===== config.mk =====
export PLATFORM = sky130hd
export DESIGN_NAME = pool_max_relu
export DESIGN_NICKNAME = d
export VERILOG_FILES = /design/src/rtl/pool_pkg.sv /design/src/rtl/pool_index_counter.sv /design/src/rtl/pool_max_relu.sv
export SDC_FILE = /design/constraint.sdc
export NUM_CORES = 1
export LEC_CHECK = 0
export CORE_MARGIN = 2
export CORE_UTILIZATION = 45
export CTS_CLUSTER_SIZE = 12
export DETAILED_ROUTE_END_ITERATION = 8
export GPL_ROUTABILITY_DRIVEN = 0
export PLACE_DENSITY = 0.71
export SETUP_SLACK_MARGIN = 0.2
export SYNTH_ARGS = -nofsm -noshare
export SYNTH_HDL_FRONTEND = slang
export SYNTH_HIERARCHICAL = 1
export SYNTH_SLANG_ARGS = --single-unit

===== constraint.sdc =====
create_clock -name clk -period 4.62 [get_ports clk]
set_input_delay 0.924 -clock clk [delete_from_list [all_inputs] [get_ports clk]]
set_output_delay 0.924 -clock clk [all_outputs]
set_load 0.02 [all_outputs]

===== src/rtl/pool_pkg.sv =====
// Shared definitions for the 2x2 max-pool / ReLU stage.
//   POOL_OUT_W/H/NUM_CH : default pooled-map geometry
//   MAX2_W              : working width of the generic signed max helper
//   idx_w()             : index width for a count, never below 1 bit
//   max2()              : signed maximum, ties resolve to the common value
package pool_pkg;

    localparam int POOL_OUT_W  = 14;
    localparam int POOL_OUT_H  = 14;
    localparam int POOL_NUM_CH = 6;
    localparam int MAX2_W      = 32;

    function automatic int idx_w(input int n);
        return (n > 1) ? $clog2(n) : 1;
    endfunction

    function automatic logic signed [MAX2_W-1:0] max2(input logic signed [MAX2_W-1:0] x,
                                                      input logic signed [MAX2_W-1:0] y);
        return (x >= y) ? x : y;
    endfunction

endpackage


===== src/rtl/pool_index_counter.sv =====
// Position counters for the pooled feature map.
//   clk, reset (async, active-low), clear (sync restart)
//   adv   : a result leaves the pipeline this cycle, step to the next position
//   col/row/ch/addr : position of the next result to be emitted
//   last  : current position is the final one of the frame
module pool_index_counter
    import pool_pkg::*;
#(
    parameter int OUT_W  = POOL_OUT_W,
    parameter int OUT_H  = POOL_OUT_H,
    parameter int NUM_CH = POOL_NUM_CH,
    parameter int COL_W  = idx_w(OUT_W),
    parameter int ROW_W  = idx_w(OUT_H),
    parameter int CH_W   = idx_w(NUM_CH),
    parameter int ADDR_W = $clog2(NUM_CH*OUT_H*OUT_W)
) (
    input  logic              clk,
    input  logic              reset,
    input  logic              clear,
    input  logic              adv,
    output logic [COL_W-1:0]  col,
    output logic [ROW_W-1:0]  row,
    output logic [CH_W-1:0]   ch,
    output logic [ADDR_W-1:0] addr,
    output logic              last
);

    logic col_end;
    logic row_end;
    logic ch_end;

    assign col_end = (col == COL_W'(OUT_W-1));
    assign row_end = (row == ROW_W'(OUT_H-1));
    assign ch_end  = (ch  == CH_W'(NUM_CH-1));
    assign last    = col_end && row_end && ch_end;

    always_ff @(posedge clk or negedge reset) begin
        if (!reset) begin
            col  <= '0;
            row  <= '0;
            ch   <= '0;
            addr <= '0;
        end else if (clear) begin
            col  <= '0;
            row  <= '0;
            ch   <= '0;
            addr <= '0;
        end else if (adv) begin
            // The flat address is row-major over (ch,row,col), so it simply
            // counts results and only returns to zero at the end of a frame.
            addr <= last ? '0 : addr + ADDR_W'(1);
            if (col_end) begin
                col <= '0;
                if (row_end) begin
                    row <= '0;
                    ch  <= ch_end ? '0 : ch + CH_W'(1);
                end else begin
                    row <= row + ROW_W'(1);
                end
            end else begin
                col <= col + COL_W'(1);
            end
        end
    end

endmodule


===== src/rtl/pool_max_relu.sv =====
// 2x2 max pooling with optional ReLU and pooled-map addressing.
//   clk, reset (async, active-low), clear (sync frame restart)
//   flag_trans, a..d : one signed 2x2 window per strobe
//   data_out, valid_out : pooled result, two cycles after the strobe
//   ch_idx/row_idx/col_idx/addr : position of data_out in the pooled map
//   frame_done : accompanies the last result of a frame
module pool_max_relu
    import pool_pkg::*;
#(
    parameter int bitwidth = 17,
    parameter int OUT_W    = POOL_OUT_W,
    parameter int OUT_H    = POOL_OUT_H,
    parameter int NUM_CH   = POOL_NUM_CH,
    parameter int RELU_EN  = 1,
    parameter int ADDR_W   = $clog2(NUM_CH*OUT_H*OUT_W),
    parameter int CH_W     = idx_w(NUM_CH),
    parameter int ROW_W    = idx_w(OUT_H),
    parameter int COL_W    = idx_w(OUT_W)
) (
    input  logic                       clk,
    input  logic                       reset,
    input  logic                       clear,
    input  logic                       flag_trans,
    input  logic signed [bitwidth-1:0] a,
    input  logic signed [bitwidth-1:0] b,
    input  logic signed [bitwidth-1:0] c,
    input  logic signed [bitwidth-1:0] d,
    output logic signed [bitwidth-1:0] data_out,
    output logic                       valid_out,
    output logic [CH_W-1:0]            ch_idx,
    output logic [ROW_W-1:0]           row_idx,
    output logic [COL_W-1:0]           col_idx,
    output logic [ADDR_W-1:0]          addr,
    output logic                       frame_done
);

    function automatic logic signed [MAX2_W-1:0] sx(input logic signed [bitwidth-1:0] v);
        return {{(MAX2_W-bitwidth){v[bitwidth-1]}}, v};
    endfunction

    function automatic logic signed [bitwidth-1:0] relu(input logic signed [bitwidth-1:0] v);
        if ((RELU_EN != 0) && v[bitwidth-1])
            return '0;
        return v;
    endfunction

    logic signed [MAX2_W-1:0]   m0_w;
    logic signed [MAX2_W-1:0]   m1_w;
    logic signed [MAX2_W-1:0]   m_w;
    logic signed [bitwidth-1:0] m0_p1;
    logic signed [bitwidth-1:0] m1_p1;
    logic                       vld_p1;

    logic [COL_W-1:0]  cnt_col;
    logic [ROW_W-1:0]  cnt_row;
    logic [CH_W-1:0]   cnt_ch;
    logic [ADDR_W-1:0] cnt_addr;
    logic              cnt_last;

    assign m0_w = max2(sx(a), sx(b));
    assign m1_w = max2(sx(c), sx(d));
    assign m_w  = max2(sx(m0_p1), sx(m1_p1));

    // ---- stage 1: pairwise max of the window ----
    always_ff @(posedge clk or negedge reset) begin
        if (!reset)
            vld_p1 <= 1'b0;
        else if (clear)
            vld_p1 <= 1'b0;
        else
            vld_p1 <= flag_trans;
    end

    always_ff @(posedge clk) begin
        if (flag_trans) begin
            m0_p1 <= m0_w[bitwidth-1:0];
            m1_p1 <= m1_w[bitwidth-1:0];
        end
    end

    // ---- stage 2: final max, ReLU, position tagging ----
    always_ff @(posedge clk or negedge reset) begin
        if (!reset) begin
            data_out   <= '0;
            valid_out  <= 1'b0;
            ch_idx     <= '0;
            row_idx    <= '0;
            col_idx    <= '0;
            addr       <= '0;
            frame_done <= 1'b0;
        end else if (clear) begin
            valid_out  <= 1'b0;
            frame_done <= 1'b0;
        end else begin
            valid_out  <= vld_p1;
            frame_done <= vld_p1 && cnt_last;
            if (vld_p1) begin
                data_out <= relu(m_w[bitwidth-1:0]);
                ch_idx   <= cnt_ch;
                row_idx  <= cnt_row;
                col_idx  <= cnt_col;
                addr     <= cnt_addr;
            end
        end
    end

    // Counters step on the same edge that publishes their value.
    pool_index_counter #(
        .OUT_W  (OUT_W),
        .OUT_H  (OUT_H),
        .NUM_CH (NUM_CH),
        .COL_W  (COL_W),
        .ROW_W  (ROW_W),
        .CH_W   (CH_W),
        .ADDR_W (ADDR_W)
    ) u_idx (
        .clk   (clk),
        .reset (reset),
        .clear (clear),
        .adv   (vld_p1),
        .col   (cnt_col),
        .row   (cnt_row),
        .ch    (cnt_ch),
        .addr  (cnt_addr),
        .last  (cnt_last)
    );

endmodule

Word level (Yosys, flattened, before mapping)
Index checks and enable logic that the tools add are counted.
{ "totals": {"ff_bits": 98, "wordCells": 60} }
{ "op_classes": {"n_addsub": 4, "order_cmp": 3, "eq_ne": 3, "muxes": 26, "bitwise": 1, "reduce_logical": 9} }
{ "ops": {"columns": ["op", "n"], "rows": [
  ["17-bit 2-to-1 mux", 5],
  ["17-bit greater-or-equal comparator", 3],
  ["11-bit 2-to-1 mux", 3],
  ["4-bit 2-to-1 mux", 7],
  ["3-bit 2-to-1 mux", 5],
  ["11-bit by 1-bit adder with 11-bit output, second input constant", 1],
  ["4-bit by 1-bit adder with 4-bit output, second input constant", 2],
  ["4-bit == test, second input constant", 2],
  ["1-bit 2-to-1 mux", 6],
  ["2-bit nonzero test", 3],
  ["2-bit AND reduction", 2],
  ["3-bit by 1-bit adder with 3-bit output, second input constant", 1],
  ["3-bit == test, second input constant", 1],
  ["1-bit logical AND", 3],
  ["3-bit AND reduction", 1],
  ["1-bit NOT", 1]
]} }

Depth between registers and ports, before layout
Gate-level depths: netlist of the first run.
{ "depth": {"word_depth": 6, "ltp_mapped": 9} }

Cells and area by module
Netlist of the first run, hierarchy kept.
{ "by_module_without_submodules": {"columns": ["mod", "instances", "cells_each", "area_each_um2", "seq_area_each_um2"], "rows": [
  ["pool_max_relu", 1, 374, 4469.3, 2047.0],
  ["pool_index_counter", 1, 122, 1182.4, 550.5]
]} }

Least setup slack after synthesis of the first run
Ideal clock, no wire load.
{ "synth_timing": {"kind": "input-to-reg", "from": "input c[0]", "to": "register m1_p1[10], data pin", "t_arrival_ps": 2645, "required_ps": 4360, "path_slack_ps": 1714, "stages": 9, "cell_sequence": "inv_1 -> ha_1 -> nand2b_4 -> a2111oi_2 -> nor3_1 -> o41ai_2 -> nand2_2 -> buf_6 -> mux2_4"} }
{ "synth_via": {"elab_chain_len": 2} }
{ "synth_lines": {"columns": ["item", "line_no", "rtl"], "rows": [
  ["from (decl)", "pool_max_relu.sv:26", "input logic signed [bitwidth-1:0] c,"],
  ["17-bit greater-or-equal comparator", "pool_pkg.sv:19", "return (x >= y) ? x : y;"],
  ["17-bit 2-to-1 mux", "pool_pkg.sv:19", null],
  ["via m1_w[10]", "pool_max_relu.sv:48", "logic signed [MAX2_W-1:0] m1_w;"],
  ["to (signal assigned)", "pool_max_relu.sv:77", "m1_p1 <= m1_w[bitwidth-1:0];"],
  ["to (decl)", "pool_max_relu.sv:51", "logic signed [bitwidth-1:0] m1_p1;"]
]} }
The timed path passes the listed nets, and every way through them passes these cells.
A chain may end at the register's enable or synchronous reset.

Worst setup path in the final report of the first run
{ "layout_timing": {"from": "input d[6]", "to": "register m1_p1[12], data pin"} }
{ "layout_via": {"elab_chain_len": 2} }
{ "layout_lines": {"columns": ["item", "line_no", "rtl"], "rows": [
  ["from (decl)", "pool_max_relu.sv:27", "input logic signed [bitwidth-1:0] d,"],
  ["17-bit greater-or-equal comparator", "pool_pkg.sv:19", null],
  ["17-bit 2-to-1 mux", "pool_pkg.sv:19", null],
  ["via m1_w[12]", "pool_max_relu.sv:48", null]
]} }
The timed path passes the listed nets, and every way through them passes these cells.

==> results of run 1 <==
[critical path, cell delays in order]
cell and delay [ns]:
clkdlybuf4s50_1 0.49, inv_1 0.05, ha_1 0.28, a21o_1 0.19, a221oi_2 0.26, nor2b_1 0.08
o41ai_2 0.31, nand2_2 0.35, mux2_4 0.41
[power groups by stage]
stage / Combinational [W] / Sequential (W) / Clock [W]
2_1_floorplan: 0.000265 / 0.00108 / 0
4_1_cts: 0.000555 / 0.00103 / 0.000727
3_3_place_gp: 0.000537 / 0.00105 / 0
5_1_grt: 0.000604 / 0.00104 / 0.000760
6_report: 0.000550 / 0.00103 / 0.000716
3_5_place_dp: 0.000549 / 0.00105 / 0
[synthesized netlist by cell type (3+ instances only)]
cell type / count / area (um2)
a211o_1: 15 / 131.4
a211oi_1: 5 / 37.54
a21o_1: 7 / 52.55
a21oi_1: 17 / 85.08
and3_1: 21 / 131.4
buf_1: 3 / 11.26
buf_2: 5 / 25.02
clkbuf_1: 5 / 18.77
dfrtp_1: 63 / 1577
edfxtp_1: 34 / 1021
ha_1: 54 / 675.7
inv_1: 56 / 210.2
mux2_2: 47 / 529.3
mux2_4: 10 / 150.1
nand2_1: 21 / 78.83
nand2b_1: 3 / 18.77
nand3_1: 6 / 30.03
nand4_1: 5 / 31.28
nor2_1: 23 / 86.33
nor2b_1: 21 / 131.4
nor3_1: 6 / 30.03
nor4_1: 3 / 18.77
o21ai_0: 12 / 60.06
or3_1: 4 / 25.02
xnor2_1: 4 / 35.03
xor2_1: 5 / 43.79
[sequential cells by signal, summed over array words and instances, names as in the netlist]
register / flops
addr: 11
m1_p1: 17
u_idx/row: 4
frame_done: 1
vld_p1: 1
u_idx/ch: 3
data_out: 16
row_idx: 4
m0_p1: 17
u_idx/addr: 11
u_idx/col: 4
ch_idx: 3
valid_out: 1
col_idx: 4
[per-layer routing]
layer  routed length [um]  global-route usage [%]
met3                  536                   3.086
met1                 5251                   23.22
met2                 5988                   33.49
met4                  212                   6.587
met5                    0                       0
[cell families (layout without fill, tap and decap cells)]
group,count (synthesis),in the layout,share of synthesized area [%]
buffers and inverters,72,187,5.225
multiplexers,57,57,12.02
adder cells (fa/ha/maj),54,54,11.95
XOR/XNOR,9,9,1.395
other,1,1,0.06635
AO/OA/AOI/OAI,78,78,10.60
flip-flops,97,97,45.96
AND/OR/NAND/NOR,128,128,12.77
[through the flow]
| step | utilization, % | worst slack (ns) |
|---|---|---|
| final | 59.47 | 1.350 |
| after global routing | 59.47 | 1.207 |
| after CTS | 59.47 | 1.337 |
| after detailed placement | 57.14 | 0.9915 |
| after global placement | 57.14 | 1.070 |
| after floorplan | - | 1.714 |
[layout make-up]
| type | instances | area share, % |
|---|---|---|
| inverter | 56 | 2.918 |
| timing repair buffer | 115 | 15.77 |
| multi-input combinational | 327 | 38.41 |
| tap | 168 | 2.918 |
| clock inverter | 4 | 0.3474 |
| sequential | 97 | 36.06 |
| clock buffer | 12 | 3.578 |
[worst min path at each step]
stage / startpoint / endpoint / slack [ns] / depth (start not counted)
after global placement: m1_p1[15] / data_out[15] / 0.48 / 1
after floorplan: m1_p1[14] / data_out[14] / 0.46 / 1
after global routing: m1_p1[1] / data_out[1] / 0.52 / 1
final: m1_p1[1] / data_out[1] / 0.49 / 1
after detailed placement: m1_p1[1] / data_out[1] / 0.48 / 1
after CTS: m1_p1[1] / data_out[1] / 0.50 / 1
==> out/metrics.yaml, run 1 <==
outcome:
  status: "finished clean"
floorplan:
  die_area_um2: 13470
  start_util_pct: 46.66
  dieHeight_um: 116.1
  rows: 40
  die_x_um: 116.1
  ios: 113
  core_area_um2: 12110
grt:
  antenna_found_initial: 0
  track_usage_pct: 18.84
  grt-ovfl-total: 0
  grt_pass1_wl_um: 19860
  grt_max_degree: 39
  grt_pass1_vias: 4161
synth:
  syn-num-nets: 622
  ys_seq_area_share_pct: 45.96
  netlist_instances: 496
  async_flop_share_pct: 64.95
  synthDistinctLibCells: 59
  netlist_area_um2: 5652
  syn_avg_cell_area_um2: 11.39
  ys_ff_latch: 97
  ys.flop_type: "dfrtp_1"
  yosys_warnings: 6
  synth_edf_count: 34
setup_path:
  arrival_ns: 3.36
  ff2ff_path_depth: 7
  path_max_fanout: 17
  r2r-start: "m0_p1[4]"
  r2r-end: "data_out[0]"
  critPathLaunch: "d[6]"
  r2r_slack_ns: 1.78
  setup.worst_path.end_class: "flop"
  crit_end: "m1_p1[12]"
  required_ns: 4.71
  path_class: "input pin to flop"
  crit_path_start_kind: "input pin"
power:
  swShare_pct: 27.44
  vdd_drop_max_v: 0.0001924
  clkPwrFrac_pct: 31.1
  finalPower_w: 0.002300
  combPwrFrac_pct: 23.9
  sequentialPowerShare_pct: 44.9
  cellPowerDensity_nw_per_um2: 319.3
  switching_power_w: 0.0006311
  p_int_w: 0.001669
  leakagePower_nw: 3.444
cells_and_area:
  area_growth_pct: 27.45
  finalNonFillerCells: 779
  fin_area_um2: 7203
  diodes: 0
  nets: 732
  drive_gt1_share_pct: 14.73
  layout_commonest_cell: "clkdlybuf4s50_1"
  n_fill_cell: 1039
  final_cell_mix: "clkdlybuf4s50_1 (110), dfrtp_1 (63), inv_1 (56)"
  multi_input_area_um2: 2766
  register_area_um2: 2597
placed_design:
  dp_hpwl_um: 9080
  io_buffers: 111
  placedCellCount: 763
  placed_area_um2: 6920
clock_tree:
  clkTransAtPathRegs_ns: 0.06
  clk_latency_ns: 0.34
  cts.repair.resized: 0
  holdBufCountCts: 0
  cts.sinks: 97
  cts-htree-levels: 3
  cts.path.max_buffers: 2
  cts_inserted_buffers: 9
  clockRootBuffer: "clkbuf_16"
  post_cts_buffers: 0
  cts_tree: "built"
sta:
  fmax_ghz: 0.3058
  worstMarginPinSlew_ns: 0.8420
  fin_crit_sh_pct: 70.77
  setup-tns-final_ns: 0
  grt_setup_unrepaired: "no"
  timing.hold.ws_ns: 0.4939
  drv_slew: 0
  slew-limit-headroom_pct: 43.86
  fin_worst_skew_ns: 0.005543
  final-hold-violation-count: 0
  fin_crit_ns: 3.270
  setup_viol: 0
detailed_routing:
  drt-initial-drc-count: 182
  route.detailed.drc: 0
  vias_per_cell: 5.262
  wire_per_inst_um: 15.39
  vias: 4099
  dr.pass1.iters: 4
  antenna_left: 0
  routed_wl_um: 11990
run:
  cap_violations: 0
hold_path:
  hp-class: "flop to flop"
Note: power is estimated with default switching activity, not from simulation.
==> run 2, diff against run 1 <==
PLACE_DENSITY = 0.74   (was 0.71)
clock period = 2.77 ns   (was 4.62 ns; I/O delays follow)
==> out/metrics.yaml, run 2 (synthesis gave the netlist of run 1 again) <==
outcome:
  status: "finished clean"
cells_and_area:
  register_area_um2: 2597  # unchanged
  nets: 780  # +6.6%
  area_growth_pct: 42.75
  diodes: 0  # unchanged
  drive_gt1_share_pct: 28.22  # +13 points
  fin_area_um2: 8068  # +12%
  post-route-util_pct: 66.61  # +7.1 points
  n_fill_cell: 910  # -12%
  layout_commonest_cell: "clkdlybuf4s50_1"
  multi_input_area_um2: 3084  # +11%
  final_cell_mix: "clkdlybuf4s50_1 (65), dfrtp_1 (63), mux2_2 (47)"
  reg.largest.list: "m0_p1: 17 flops, m1_p1: 17 flops, data_out: 16 flops"
  finalNonFillerCells: 827  # +6.2%
grt:
  track_usage_pct: 20.97  # +2.1 points
  grt-ovfl-total: 0  # unchanged
  antenna_found_initial: 0  # unchanged
  grtUsageMet1_pct: 24.63  # +1.4 points
  grt_pass1_vias: 4553  # +9.4%
  grt_busiest_layer: "met2"
  grt_max_degree: 37  # -5.1%
  met2_usage_pct: 38.09  # +4.6 points
  met3_usage_pct: 3.870  # +0.78 points
  grt_pass1_wl_um: 21850  # +10%
setup_path:
  path_max_fanout: 8  # -9
  arrival_ns: 2.63  # -0.73 ns
  path_buf_inv: 4  # +2
  crit_path_start_kind: "input pin"
  cp_cell_sequence: "clkdlybuf4s50_1 > inv_1 > ha_1 > nor2b_2 > nor4_4 > buf_4 > o41ai_2 > nand2_4 > buf_16 > mux2_2"
  setup.worst_path.end_class: "flop"
  path_delay_family: "buffers and inverters"
  path_class: "input pin to flop"
  required_ns: 2.85  # -1.86 ns
  cp_slowest_cell: "clkdlybuf4s50_1"
  critPathMaxStageDelay_ns: 0.48  # about the same
floorplan:
  die_area_um2: 13470  # unchanged
  dieHeight_um: 116.1  # unchanged
  start_util_pct: 46.66  # unchanged
  core_area_um2: 12110  # unchanged
  die_x_um: 116.1  # unchanged
  ios: 113  # unchanged
  rows: 40  # unchanged
detailed_routing:
  wire_per_inst_um: 16.47  # +7.0%
  routed_wl_um: 13620  # +14%
  vias_per_cell: 5.233  # -0.54%
  antenna_left: 0  # unchanged
  route.detailed.drc: 0  # unchanged
  vias: 4328  # +5.6%
  dr.pass1.iters: 5  # +1
  drt-initial-drc-count: 244  # +34%
power:
  vdd_drop_max_v: 0.0003293  # +71%
  cellPowerDensity_nw_per_um2: 506.6  # +59%
  leakagePower_nw: 3.988  # +16%
clock_tree:
  clkTransAtPathRegs_ns: 0.07  # about the same
  cts.path.max_buffers: 2  # unchanged
  clk_latency_ns: 0.34  # about the same
  cts_inserted_buffers: 9  # unchanged
  holdBufCountCts: 0  # unchanged
  cts-htree-levels: 3  # unchanged
  clockRootBuffer: "clkbuf_16"
  cts_tree: "built"
  cts.sinks: 97  # unchanged
sta:
  drv_slew: 0  # unchanged
  worstMarginPinSlew_ns: 0.8024  # -0.03959 ns
  setup-tns-final_ns: 0  # unchanged
  fin_worst_skew_ns: 0.01065  # +0.005110 ns
  slew-limit-headroom_pct: 46.51  # +2.6 points
  final-hold-violation-count: 0  # unchanged
  fin_crit_sh_pct: 92.00
  fmax_ghz: 0.3924
  timing.hold.ws_ns: 0.2992  # -0.1947 ns
  grt_setup_unrepaired: "yes"
  fin_crit_ns: 2.548
  setup_viol: 0  # unchanged
run:
  cap_violations: 0  # unchanged
placed_design:
  io_buffers: 111  # unchanged
  placed_area_um2: 7273  # +5.1%
  placedCellCount: 805  # +5.5%
  dp_hpwl_um: 9741  # +7.3%
hold_path:
  hp-class: "input pin to asynchronous set/reset pin"
==> run 2: routing by layer <==
metal	part of all wire (%)	wire (um)
met1	41	5623
met2	53	7193
met3	4.0	546
met4	1.9	254
met5	0	0
==> run 2: repair_timing <==
item | 4_1_cts | 5_1_grt
buffers inserted | 1 | 1
pin swaps | 18 | 16
gates cloned | 4 | 0
resized for setup | 55 | 59
endpoints found under the setup margin | 34 | 50
==> run 2: power breakdown <==
part	switching [W]	internal (W)
registers	0.0000949	0.00164
clock network	0.000528	0.000709
logic	0.000506	0.000612
==> run 2: cell type report <==
class | instances | share of cell area (%)
Timing Repair Buffer | 163 | 20.69
Multi-Input combinational cell | 327 | 38.23
Sequential cell | 97 | 32.20
Inverter | 56 | 2.605
Clock inverter | 5 | 0.7909
Tap cell | 168 | 2.605
Clock buffer | 11 | 2.885
==> run 2: final timing paths <==
path,start,end,slack (ns),depth (start not counted)
worst max register to register,m0_p1[6],data_out[14],0.36,8
worst min register to register,m1_p1[4],data_out[4],0.49,1
max in group asynchronous,reset,u_idx/addr[10],1.83,2
worst max-delay path,d[16],m1_p1[1],0.22,10
min in group clk,m1_p1[4],data_out[4],0.49,1
worst min-delay path,reset,row_idx[0],0.30,1
==> run 2: metrics by stage <==
stage / total power (W) / setup WS, ns
finish: 0.004087 / 0.2215
global route: 0.004279 / 0.1554
CTS: 0.004081 / 0.2006
detailed placement: 0.002741 / -0.3095
global placement: 0.002707 / -0.2383
floorplan: 0.002249 / 0.2343
==> run 2: worst register-to-register path: stages (launching register included) <==
cell      delay, ns
edfxtp_1       0.43
ha_1           0.33
a211oi_1       0.22
o21ai_0        0.13
a211oi_1       0.33
o211ai_2       0.17
buf_4          0.22
and3_1         0.20
a211o_1        0.26
